### src/rtl/demux_1to4_stream.sv
// rtl/demux_1to4_stream.sv - registered 1:4 stream demux, optional per-channel counters under DEMUX_CNT_EN
module demux_1to4_stream #(
    parameter int DATA_W = 8
) (
    input  logic              clk,
    input  logic              rst,
    input  logic [1:0]        sel,
    input  logic              in_valid,
    input  logic [DATA_W-1:0] in_data,
    output logic              in_ready,
    output logic [3:0]        out_valid,
    output logic [DATA_W-1:0] out_data,
    input  logic [3:0]        out_ready
`ifdef DEMUX_CNT_EN
    ,
    output logic [63:0]       cnt
`endif
);

    typedef enum logic {
        EMPTY = 1'b0,
        FULL  = 1'b1
    } state_t;

    state_t            state_q;
    logic [1:0]        sel_q;
    logic [DATA_W-1:0] data_q;
    logic [3:0]        valid_q;
    logic              drain;
    logic              accept;

    // Ready passes straight through from the addressed consumer so a draining slot refills without a bubble.
    assign drain     = (state_q == FULL) & out_ready[sel_q];
    assign in_ready  = (state_q == EMPTY) | drain;
    assign accept    = in_valid & in_ready;
    assign out_valid = valid_q;
    assign out_data  = data_q;

    always_ff @(posedge clk) begin
        if (rst) begin
            state_q <= EMPTY;
            sel_q   <= 2'd0;
            data_q  <= '0;
            valid_q <= 4'b0000;
        end else begin
            case (state_q)
                EMPTY: begin
                    if (accept) begin
                        data_q  <= in_data;
                        sel_q   <= sel;
                        valid_q <= 4'b0001 << sel;
                        state_q <= FULL;
                    end
                end
                FULL: begin
                    if (drain) begin
                        if (accept) begin
                            data_q  <= in_data;
                            sel_q   <= sel;
                            valid_q <= 4'b0001 << sel;
                        end else begin
                            valid_q <= 4'b0000;
                            state_q <= EMPTY;
                        end
                    end
                end
                default: state_q <= EMPTY;
            endcase
        end
    end

`ifdef DEMUX_CNT_EN
    logic [15:0] cnt_q [4];

    // Counters wrap naturally; a refill in the draining cycle is still one transfer.
    always_ff @(posedge clk) begin
        for (int k = 0; k < 4; k++) begin
            if (rst) begin
                cnt_q[k] <= 16'd0;
            end else if (valid_q[k] & out_ready[k]) begin
                cnt_q[k] <= cnt_q[k] + 16'd1;
            end
        end
    end

    assign cnt = {cnt_q[3], cnt_q[2], cnt_q[1], cnt_q[0]};
`endif

endmodule

### config.mk
export PLATFORM = sky130hd
export DESIGN_NAME = demux_1to4_stream
export DESIGN_NICKNAME = d
export VERILOG_FILES = /design/src/rtl/demux_1to4_stream.sv
export SDC_FILE = /design/constraint.sdc
export NUM_CORES = 1
export LEC_CHECK = 0
export ABC_AREA = 1
export BUFFER_PORTS_ARGS = -buffer_cell sky130_fd_sc_hd__buf_4
export CAP_MARGIN = 20
export CORE_MARGIN = 5
export CORE_UTILIZATION = 35
export CTS_CLUSTER_SIZE = 8
export DETAILED_ROUTE_END_ITERATION = 7
export PLACE_DENSITY_LB_ADDON = 0.15
export SKIP_LAST_GASP = 1
export SYNTH_ARGS = -nofsm -noshare
export SYNTH_HDL_FRONTEND = slang
export SYNTH_SLANG_ARGS = --single-unit
export TNS_END_PERCENT = 10
### constraint.sdc
create_clock -name clk -period 1.2 [get_ports clk]
set_input_delay 0.06 -clock clk [delete_from_list [all_inputs] [get_ports clk]]
set_output_delay 0.06 -clock clk [all_outputs]
set_load 0.02 [all_outputs]
Yosys cells after proc, flatten, opt, wreduce, memory -nomap -nowiden
Cells that the tools add are included.
- register bits: 15
- bits of input ports: 17
- output and inout port bits: 13
- magnitude comparators: 1
- eq/ne operators: 2
- shift operators: 1
- mux-type cells: 15
- bitwise logic cells: 4
- reductions and logical operators: 1
- operator list (operator ; number):
    $mux 8 ; 2
    $pmux 8 s2 ; 1
    $mux 4 ; 3
    $pmux 4 s2 ; 1
    $mux 2 ; 2
    $pmux 2 s2 ; 1
    $shl 1x2->4 const A ; 1
    $lt 2x3->1 const B ; 1
    $mux 1 ; 3
    $and 1x1->1 ; 2
    $bmux 1 s2 ; 1
    $ne 2x1->1 const B ; 1
    $ne 2x2->1 const B ; 1
    $pmux 1 s2 ; 1
    $reduce_and 2->1 ; 1
    $not 1->1 ; 1
    $or 1x1->1 ; 1

Logic depth before layout (Yosys ltp)
Gate-level depths: netlist of the first run.
- word-level depth: 8
- gate-level depth with buffers: 8
- depth with buffers taken out: 8

Worst setup path after synthesis of the first run
OpenSTA, ideal clock, no wires.
- path kind: reg2reg
- from: register sel_q[0]
- to: register valid_q[1] (netlist: out_valid[1])
- arrival: 955 ps
- path slack: 113 ps
- cell stages (with the launch flop): 9
- clock period less this slack: 1087 ps
- cell sequence: dfxtp_1 > inv_1 > nand2_1 > nand3_2 > nand2_2 > nand2_4 > buf_8 > nand3b_1 > a21oi_1
- cells in the longest elaborated chain, start to end: 8
- RTL lines (element ; RTL line ; RTL):
    start, declared ; 26 ; logic [1:0] sel_q;
    start signal, assigned ; 50 ; sel_q <= sel;
    start signal, assigned ; 59 ; sel_q <= sel;
    $bmux 1 s2 (*) ; 33 ; assign drain = (state_q == FULL) & out_ready[sel_q];
    $mux 1 (not written as such) (*) ; 33 ;
    $and 1x1->1 (*) ; 33 ;
    $or 1x1->1 (*) ; 34 ; assign in_ready = (state_q == EMPTY) | drain;
    net in_ready ; 10 ; output logic in_ready,
    $and 1x1->1 (*) ; 35 ; assign accept = in_valid & in_ready;
    $mux 4 ; 57 ; if (accept) begin
    $mux 4 ; 56 ; if (drain) begin
    $pmux 4 s2 ; 46 ; case (state_q)
    end signal, assigned ; 51 ; valid_q <= 4'b0001 << sel;
    end signal, assigned ; 60 ; valid_q <= 4'b0001 << sel;
    end, declared ; 28 ; logic [3:0] valid_q;
The timed path passes the listed nets; every way through them passes the cells marked *. The select of a mux whose other input is x is not followed.
A chain may end at the register's enable or synchronous reset.

Worst setup path after layout of the first run
- from: register sel_q[0]
- to: output port in_ready
- cells in the longest elaborated chain, start to end: 4
- RTL lines (element ; RTL line):
    $bmux 1 s2 ; 33
    $mux 1 (not written as such) ; 33
    $and 1x1->1 ; 33
    $or 1x1->1 ; 34
    end, declared ; 10
No other way between the ends. The select of a mux whose other input is x is not followed.

==> flow_summary.yaml, run 1 <==
layout:
  diodes: 0
  fill_cells: 180
  drive_gt1_share_pct: 46.1
  final_core_util_pct: 58.3
  area_growth_pct: 56.7
  final_cell_mix: "buf_4 (31), nand3_1 (17), nand2_1 (13), dfxtp_1 (13), a21oi_1 (11)"
  nNetsFinal: 133
  final_common_cell: "buf_4"
logic_synthesis:
  netlist_area_um2: 642
  synth_area_leaders: "dfxtp_1 (47%), nand3_1 (13%), a21oi_1 (12%)"
  yosysTopAreaCell: "dfxtp_1"
  syn_inst: 81
  synth_cell_types: 14
  syn_area_per_cell_um2: 7.92
  synth_top_area_share_pct: 46.8
  syn-num-nets: 98
  ys_warn_count: 0
  ys_seq_elements: 15
  yosysSeqAreaShare_pct: 46.8
clock_tree:
  htree_levels: 1
  cts_buffer_depth: 2
  clock_sinks: 15
  cts_tree: "built"
  insertion_delay_ps: 290
  cts.clk_slew.worst_paths_ps: 90
  hold_buffers: 0
  root_buffer: "clkbuf_4"
  cts_made_buffers: 3
routing:
  vias: 671
  drtAntennaViolNets: 0
  drtPass1Iterations: 3
  drc: 0
  dr.first_iter.drc_count: 5
  drt-vias-per-instance: 4.79
  wirelength_um: 1740
  post_drt_wl_per_cell_um: 12.4
sta:
  tns_ps: -17.8
  fmax_mhz: 821
  slew_headroom_pct: 83.9
  hold_viol: 0
  hold_slack_ps: 36.0
  fin_ws_ps: -17.8
  fin_skew_ps: 6.07
  tightest_slew_ps: 242
  rsz0062_at_grt: "true"
  fin_crit_sh_pct: 101
  setup_viol: 1
  drv_slew: 0
  fin_crit_ps: 1220
flow_run:
  max_cap_violations: 0
worst_setup_path:
  cp.arrival_ps: 1160
  critPathMaxFanout: 4
  critPathKind: "register to output pin"
  r2r-start: "sel_q[0]$_SDFFE_PP0P_"
  critPathLaunchType: "register"
  critical_path_required_ps: 1140
  endpoint_kind: "output pin"
  startpoint: "sel_q[0]$_SDFFE_PP0P_"
power_and_ir_drop:
  fin_total_pwr_w: 0.00112
  switchingPower_w: 0.000328
  switching_share_pct: 29.4
  intPower_w: 0.000789
  p_leak_nw: 0.430
  combPwrFrac_pct: 24.9
  worst_ir_drop_vdd_v: 0.000802
  power_density_mw_per_mm2: 1110
  pwr-share-seq_pct: 49.0
  power.share.clock_pct: 26.1
outcome:
  violations: "setup timing"
  status: "complete, but fails checks"
global_route:
  grt_max_degree: 17
  grt_use_total_pct: 13.5
  gr-total-overflow: 0
  antenna_found_initial: 0
  grt_pass1_wl_um: 2730
  grt_pass1_vias: 641
floorplanning:
  die_h_um: 52.8
  die-area_mm2: 0.00279
  rows: 15
  die_w_um: 52.8
  core_mm2: 0.00173
  start_util_pct: 37.2
  ios: 30
placed_design:
  dp_hpwl_um: 1180
  gp_congestion: 0.731
  dp_slack_ps: -19.9
  io_buffers: 29
min_path:
  hold_class: "input port to register"
  min_from: "rst"
## synth_stat cells
library cell	n
nand3_1	17
nand2_1	16
a21oi_1	15
dfxtp_1	15
inv_1	4
buf_2	2
nand2_4	2
nand3_2	2
nand3b_1	2
nor2_1	2
buf_8	1
clkbuf_1	1
nand2_2	1
or2_2	1
## repair_timing
action,in CTS,in global routing
gates resized for setup,7,10
pin swaps,1,2
gates cloned,0,1
setup endpoints to repair,11,15
buffers inserted,4,0
## metrics by stage
step	cell area, um^2	instances
2_1_floorplan	642	81
3_3_place_gp	862	131
3_5_place_dp	862	131
4_1_cts	955	139
5_1_grt	1010	140
6_report	1010	140
## per-layer routing
| layer | global-route usage (%) | part of all wire [%] | up-vias |
|---|---|---|---|
| li1 | - | - | 343 |
| met1 | 14.0 | 41 | 309 |
| met2 | 23.6 | 52 | 17 |
| met3 | 6.27 | 6.4 | 2 |
| met4 | 5.11 | 0.92 | 0 |
| met5 | 0 | 0 | - |
## worst paths after layout
| kind | slack, ps | to | depth (start not counted) |
|---|---|---|---|
| setup / recovery | -20 | in_ready | 5 |
| setup reg to reg | 10 | sel_q[0]$_SDFFE_PP0P_ | 8 |
| hold reg to reg | 470 | out_data[2]$_SDFFE_PP0P_ | 2 |
| hold / removal | 40 | sel_q[1]$_SDFFE_PP0P_ | 2 |
## registers in the layout, indices dropped and copies added (netlist names)
signal / flops
out_valid: 4
sel_q: 2
state_q: 1
out_data: 8
## worst max-delay path, cell delays in order (launching register included)
cell	delay [ps]
dfxtp_4	370
nand2_1	110
nand3_4	100
nand2_4	100
nand2_8	60
buf_6	130
## area by class of cell
| cell class | count | area, um^2 | area share, % |
|---|---|---|---|
| Sequential cell | 15 | 305 | 30.3 |
| Multi-Input combinational cell | 59 | 362 | 35.9 |
| Inverter | 4 | 17.5 | 1.74 |
| Timing Repair Buffer | 33 | 264 | 26.2 |
| Tap cell | 25 | 31.3 | 3.11 |
| Clock buffer | 4 | 26.3 | 2.61 |
## power groups by stage
stage,Clock [W],Sequential (W),Combinational [W]
global placement,0,0.000556,0.000218
global route,0.000326,0.000552,0.000304
CTS,0.000309,0.000547,0.000256
finish,0.000291,0.000547,0.000278
detailed placement,0,0.000556,0.000222
floorplan,0,0.000582,0.000103
## cell families after synthesis
| group | synth area share, % |
|---|---|
| flops | 46.8 |
| simple gates | 34.7 |
| compound gates | 11.7 |
| buf+inv | 6.82 |
Note: power is estimated with default switching activity, not from simulation.
==> run 2: changes to the inputs <==
==> constraint.sdc (replaced) <==
create_clock -name clk -period 1.2 [get_ports clk]
set_input_delay 0.06 -clock clk [delete_from_list [all_inputs] [get_ports clk]]
set_output_delay 0.06 -clock clk [all_outputs]
set_load 0.005 [all_outputs]
==> run 2 against run 1 <==
Against the previous run:
- largest cell class unchanged
- register-to-register slack hardly changed
- clock skew is 3.3 ps lower
- critical endpoint unchanged
- highest routed layer unchanged
- non-clock buffer count is 2 higher
- via count is 4.8% higher
- total power is 0.99% lower
- critical path type unchanged
- the flow still finishes with violations (setup timing)
==> flow_summary.yaml, run 2 (synthesized netlist as in run 1, its figures left out) <==
worst_setup_path:
  critPathMaxFanout: 4
  endpoint_kind: "output pin"
  cp_cell_sequence: "nand2_1 -> nand3_4 -> nand2_4 -> nand2_8 -> buf_6"
  critPathKind: "register to output pin"
  worst-path-buf-inv: 1
  critPathLaunchType: "register"
  cp.arrival_ps: 1150
  cp_slowest_cell: "dfxtp_4"
  critPathMaxStageDelay_ps: 370
  crit_family: "simple AND/OR/NAND/NOR gates"
  critical_path_required_ps: 1140
layout:
  diodes: 0
  final_cell_mix: "buf_4 (32), nand3_1 (17), dfxtp_1 (13)"
  final_area_mm2: 0.00103
  largest_register_ffs: 8
  nNetsFinal: 135
  area_growth_pct: 60.0
  drive_gt1_share_pct: 47.9
  final_common_cell: "buf_4"
sta:
  fin_ws_ps: -12.6
  drv_slew: 0
  fin_crit_ps: 1210
  hold_viol: 0
  fin_crit_sh_pct: 101
  fmax_mhz: 825
  slew_headroom_pct: 82.6
  tightest_slew_ps: 261
  fin_skew_ps: 2.74
  rsz0062_at_grt: "true"
  setup_viol: 2
clock_tree:
  clock_sinks: 15
  hold_buffers: 0
  htree_levels: 1
  root_buffer: "clkbuf_4"
  insertion_delay_ps: 290
  cts.clk_slew.worst_paths_ps: 90
  cts_made_buffers: 3
  cts_buffer_depth: 2
  cts_tree: "built"
power_and_ir_drop:
  worst_ir_drop_vdd_v: 0.000793
  power_density_mw_per_mm2: 1080
  p_leak_nw: 0.442
  fin_total_pwr_w: 0.00111
floorplanning:
  die-area_mm2: 0.00279
  start_util_pct: 37.2
  rows: 15
  ios: 30
  core_mm2: 0.00173
  die_h_um: 52.8
  die_w_um: 52.8
outcome:
  violations: "setup timing"
  status: "complete, but fails checks"
placed_design:
  place_area_um2: 862
  dp_hpwl_um: 1180
  io_buffers: 29
  gp_congestion: 0.731
routing:
  drtAntennaViolNets: 0
  vias: 703
  drt-vias-per-instance: 4.95
  drc: 0
  dr.first_iter.drc_count: 6
  drtPass1Iterations: 5
  post_drt_wl_per_cell_um: 13.0
  wirelength_um: 1840
global_route:
  grt_max_degree: 17
  antenna_found_initial: 0
  grt_use_total_pct: 14.4
  grt_pass1_wl_um: 2860
  grt_pass1_vias: 681
  gr-total-overflow: 0
min_path:
  hold_class: "input port to register"
flow_run:
  max_cap_violations: 0
==> run 2: changes by cell type in the layout (fill, tap and decap cells not counted), sizes merged <==
cell | previous run | this run
buf | 33 | 35
==> run 2: worst paths after layout <==
| kind | startpoint | end | slack [ps] | cells past startpoint |
|---|---|---|---|---|
| max | sel_q[0]$_SDFFE_PP0P_ | in_ready | -10 | 5 |
| min | in_data[2] | out_data[2]$_SDFFE_PP0P_ | 40 | 3 |
| max reg2reg | sel_q[0]$_SDFFE_PP0P_ | sel_q[0]$_SDFFE_PP0P_ | 0 | 8 |
| min reg2reg | out_data[0]$_SDFFE_PP0P_ | out_data[0]$_SDFFE_PP0P_ | 470 | 2 |
==> run 2: layout make-up <==
class                           count  area [um^2]
Timing Repair Buffer               35          283
Fill cell                         169          699
Tap cell                           25         31.3
Clock buffer                        4         26.3
Multi-Input combinational cell     59          364
Sequential cell                    15          305
Inverter                            4         17.5
==> run 2: tightest hold or removal path, delay by kind of cell <==
family / cells / cell delay [ps]
AO/OA/AOI/OAI: 1 / 50
buffers and inverters: 1 / 110
AND/OR/NAND/NOR: 1 / 60
==> run 2: what timing repair did <==
action	4_1_cts	5_1_grt
pin swaps	1	2
gates resized for setup	8	11
buffers inserted	5	1
endpoints found under the setup margin	11	16
cloned	0	1
==> run 2: report_power, final <==
group	total (W)	leakage, nW	switching, W	internal [W]
registers	0.000548	0.124	0.0000213	0.000526
clock network	0.000297	0.0150	0.000167	0.000129
logic	0.000261	0.302	0.000123	0.000138
==> run 2: per-stage QoR <==
step / TNS [ps] / hold WS (ps) / utilization (%) / setup slack (ps) / cells
floorplan: 0 / 129 / - / 128 / 81
global placement: 0 / 348 / 49.9 / 49.2 / 131
detailed placement: -135 / 350 / 49.9 / -19.9 / 131
CTS: -12.8 / 23.5 / 56.2 / -12.8 / 140
global route: -754 / 37.7 / 59.5 / -68.7 / 142
finish: -12.9 / 35.6 / 59.5 / -12.6 / 142
==> run 2: routing by layer <==
metal  part of all wire [%]  wire [um]  GRT usage [%]
met5                      0          0              0
met4                    2.2         40           6.38
met3                    6.1        113           6.84
met2                     54        999           25.6
met1                     37        686           13.8
==> run 3: changes to the inputs <==
--- a/config.mk
+++ b/config.mk
@@ -13,6 +13,7 @@
 export CTS_CLUSTER_SIZE = 8
 export DETAILED_ROUTE_END_ITERATION = 7
 export PLACE_DENSITY_LB_ADDON = 0.15
+export SKIP_CTS_REPAIR_TIMING = 1
 export SKIP_LAST_GASP = 1
 export SYNTH_ARGS = -nofsm -noshare
 export SYNTH_HDL_FRONTEND = slang
==> run 3 against run 2 <==
Against the previous run:
- the flow still finishes with violations (setup timing)
- clock skew fell by 1.9 ps
- critical path type unchanged
- sequential power hardly changed
- wire length decreased by 3.7%
- final area fell by 5.1%
- combinational power fell by 10%
==> flow_summary.yaml, run 3 (synthesized netlist as in run 1, its figures left out) <==
outcome:
  status: "complete, but fails checks"
  violations: "setup timing"
clock_tree:
  cts_made_buffers: 3
  cts.clk_slew.worst_paths_ps: 90
  cts_tree: "built"
  cts_buffer_depth: 2
  root_buffer: "clkbuf_4"
  htree_levels: 1
  clock_sinks: 15
  insertion_delay_ps: 300
sta:
  fin_skew_ps: 0.843
  fin_ws_ps: -41.3
  tightest_slew_ps: 341
  tns_ps: -41.3
  hold_viol: 0
  fin_crit_ps: 1240
  fin_crit_sh_pct: 103
  setup_viol: 1
  rsz0062_at_grt: "true"
  drv_slew: 0
  fmax_mhz: 806
  slew_headroom_pct: 77.3
min_path:
  hold-path-cell-count: 3
  min_from: "in_data[2]"
  hold_class: "input port to register"
  min_to: "out_data[2]$_SDFFE_PP0P_"
worst_setup_path:
  worst-path-buf-inv: 2
  crit_family: "flip-flops"
  r2r-start: "sel_q[0]$_SDFFE_PP0P_"
  ff2ff_path_depth: 7
  critical_path_required_ps: 1140
  endpoint_kind: "output pin"
  cp.arrival_ps: 1180
  r2r_end: "sel_q[0]$_SDFFE_PP0P_"
  cp_slowest_cell: "dfxtp_4"
  critPathMaxStageDelay_ps: 380
  critPathLaunchType: "register"
  reg2reg_slack_ps: 40
  cp_cell_sequence: "inv_4 -> nand2_2 -> nand3_2 -> nand2_4 -> nand2_8 -> buf_6"
  critPathKind: "register to output pin"
  crit_cells: 6
  critPathMaxFanout: 6
routing:
  drc: 0
  drtPass1Iterations: 4
  drt-vias-per-instance: 4.80
  drtAntennaViolNets: 0
  post_drt_wl_per_cell_um: 12.6
  vias: 677
  wirelength_um: 1770
  dr.first_iter.drc_count: 13
power_and_ir_drop:
  power_density_mw_per_mm2: 1110
  fin_total_pwr_w: 0.00109
  pwr-share-seq_pct: 50.6
  switchingPower_w: 0.000306
  power.share.clock_pct: 27.8
  worst_ir_drop_vdd_v: 0.000779
  intPower_w: 0.000779
  switching_share_pct: 28.2
  combPwrFrac_pct: 21.6
  p_leak_nw: 0.429
placed_design:
  dp_hpwl_um: 1180
  io_buffers: 29
  dp_cells: 131
  gp_congestion: 0.731
global_route:
  grt_pass1_vias: 606
  grt_pass1_wl_um: 2570
  gr-total-overflow: 0
  grt_use_total_pct: 12.8
  grt_max_degree: 18
  antenna_found_initial: 0
layout:
  drive_gt1_share_pct: 42.2
  final_common_cell: "buf_4"
  area_growth_pct: 51.9
  final_cell_count_no_fill: 141
  nNetsFinal: 134
  fill_cells: 186
  final_core_util_pct: 56.4
  regArea_um2: 305
  largest_register_ffs: 8
  final_cell_mix: "buf_4 (33), nand3_1 (17), a21oi_1 (15)"
  multi_input_area_um2: 335
  diodes: 0
floorplanning:
  start_util_pct: 37.2
  core_mm2: 0.00173
  die_h_um: 52.8
  die_w_um: 52.8
  ios: 30
  rows: 15
  die-area_mm2: 0.00279
flow_run:
  max_cap_violations: 0
-- run 3: layout make-up --
| class | instances | share of cell area (%) |
|---|---|---|
| Inverter | 4 | 1.80 |
| Timing Repair Buffer | 34 | 26.6 |
| Sequential cell | 15 | 31.3 |
| Clock buffer | 4 | 2.70 |
| Tap cell | 25 | 3.21 |
| Multi-Input combinational cell | 59 | 34.4 |
-- run 3: metal layers --
| layer | vias up | track usage, % | share of wire, % |
|---|---|---|---|
| li1 | 342 | - | - |
| met1 | 313 | 14.1 | 41 |
| met2 | 17 | 20.2 | 51 |
| met3 | 5 | 5.98 | 6.5 |
| met4 | 0 | 6.38 | 2.3 |
| met5 | - | 0 | 0 |
-- run 3: worst max path at each step --
stage | slack, ps | endpoint | startpoint
final | -40 | in_ready | sel_q[0]$_SDFFE_PP0P_
after global routing | -80 | in_ready | sel_q[0]$_SDFFE_PP0P_
after CTS | -180 | in_ready | sel_q[0]$_SDFFE_PP0P_
after detailed placement | -20 | sel_q[1]$_SDFFE_PP0P_ | sel_q[0]$_SDFFE_PP0P_
after global placement | 50 | out_data[4]$_SDFFE_PP0P_ | sel_q[0]$_SDFFE_PP0P_
after floorplan | 130 | out_valid[1]$_SDFFE_PP0P_ | sel_q[0]$_SDFFE_PP0P_
-- run 3: worst register-to-register path, stage by stage (launching register included) --
cell,delay (ps)
dfxtp_4,380
nand2_1,90
nand3_4,100
nand2_4,80
buf_4,150
nand2_4,80
nand3_1,80
a21oi_1,140
-- run 3: power groups by stage --
stage                     sequential (W)  clock (W)  combinational [W]
after floorplan                 0.000556          0           0.000100
after global placement          0.000556          0           0.000189
after detailed placement        0.000556          0           0.000192
after CTS                       0.000545   0.000309           0.000193
after global routing            0.000554   0.000328           0.000258
final                           0.000549   0.000302           0.000234
-- run 3: through the flow --
stage               setup slack (ps)  hold slack [ps]  instance area (um^2)
floorplan                        128              129                   642
global placement                49.2              348                   862
detailed placement             -19.9              350                   862
CTS                             -183             26.8                   888
global route                   -82.8             35.3                   975
finish                         -41.3             30.3                   975
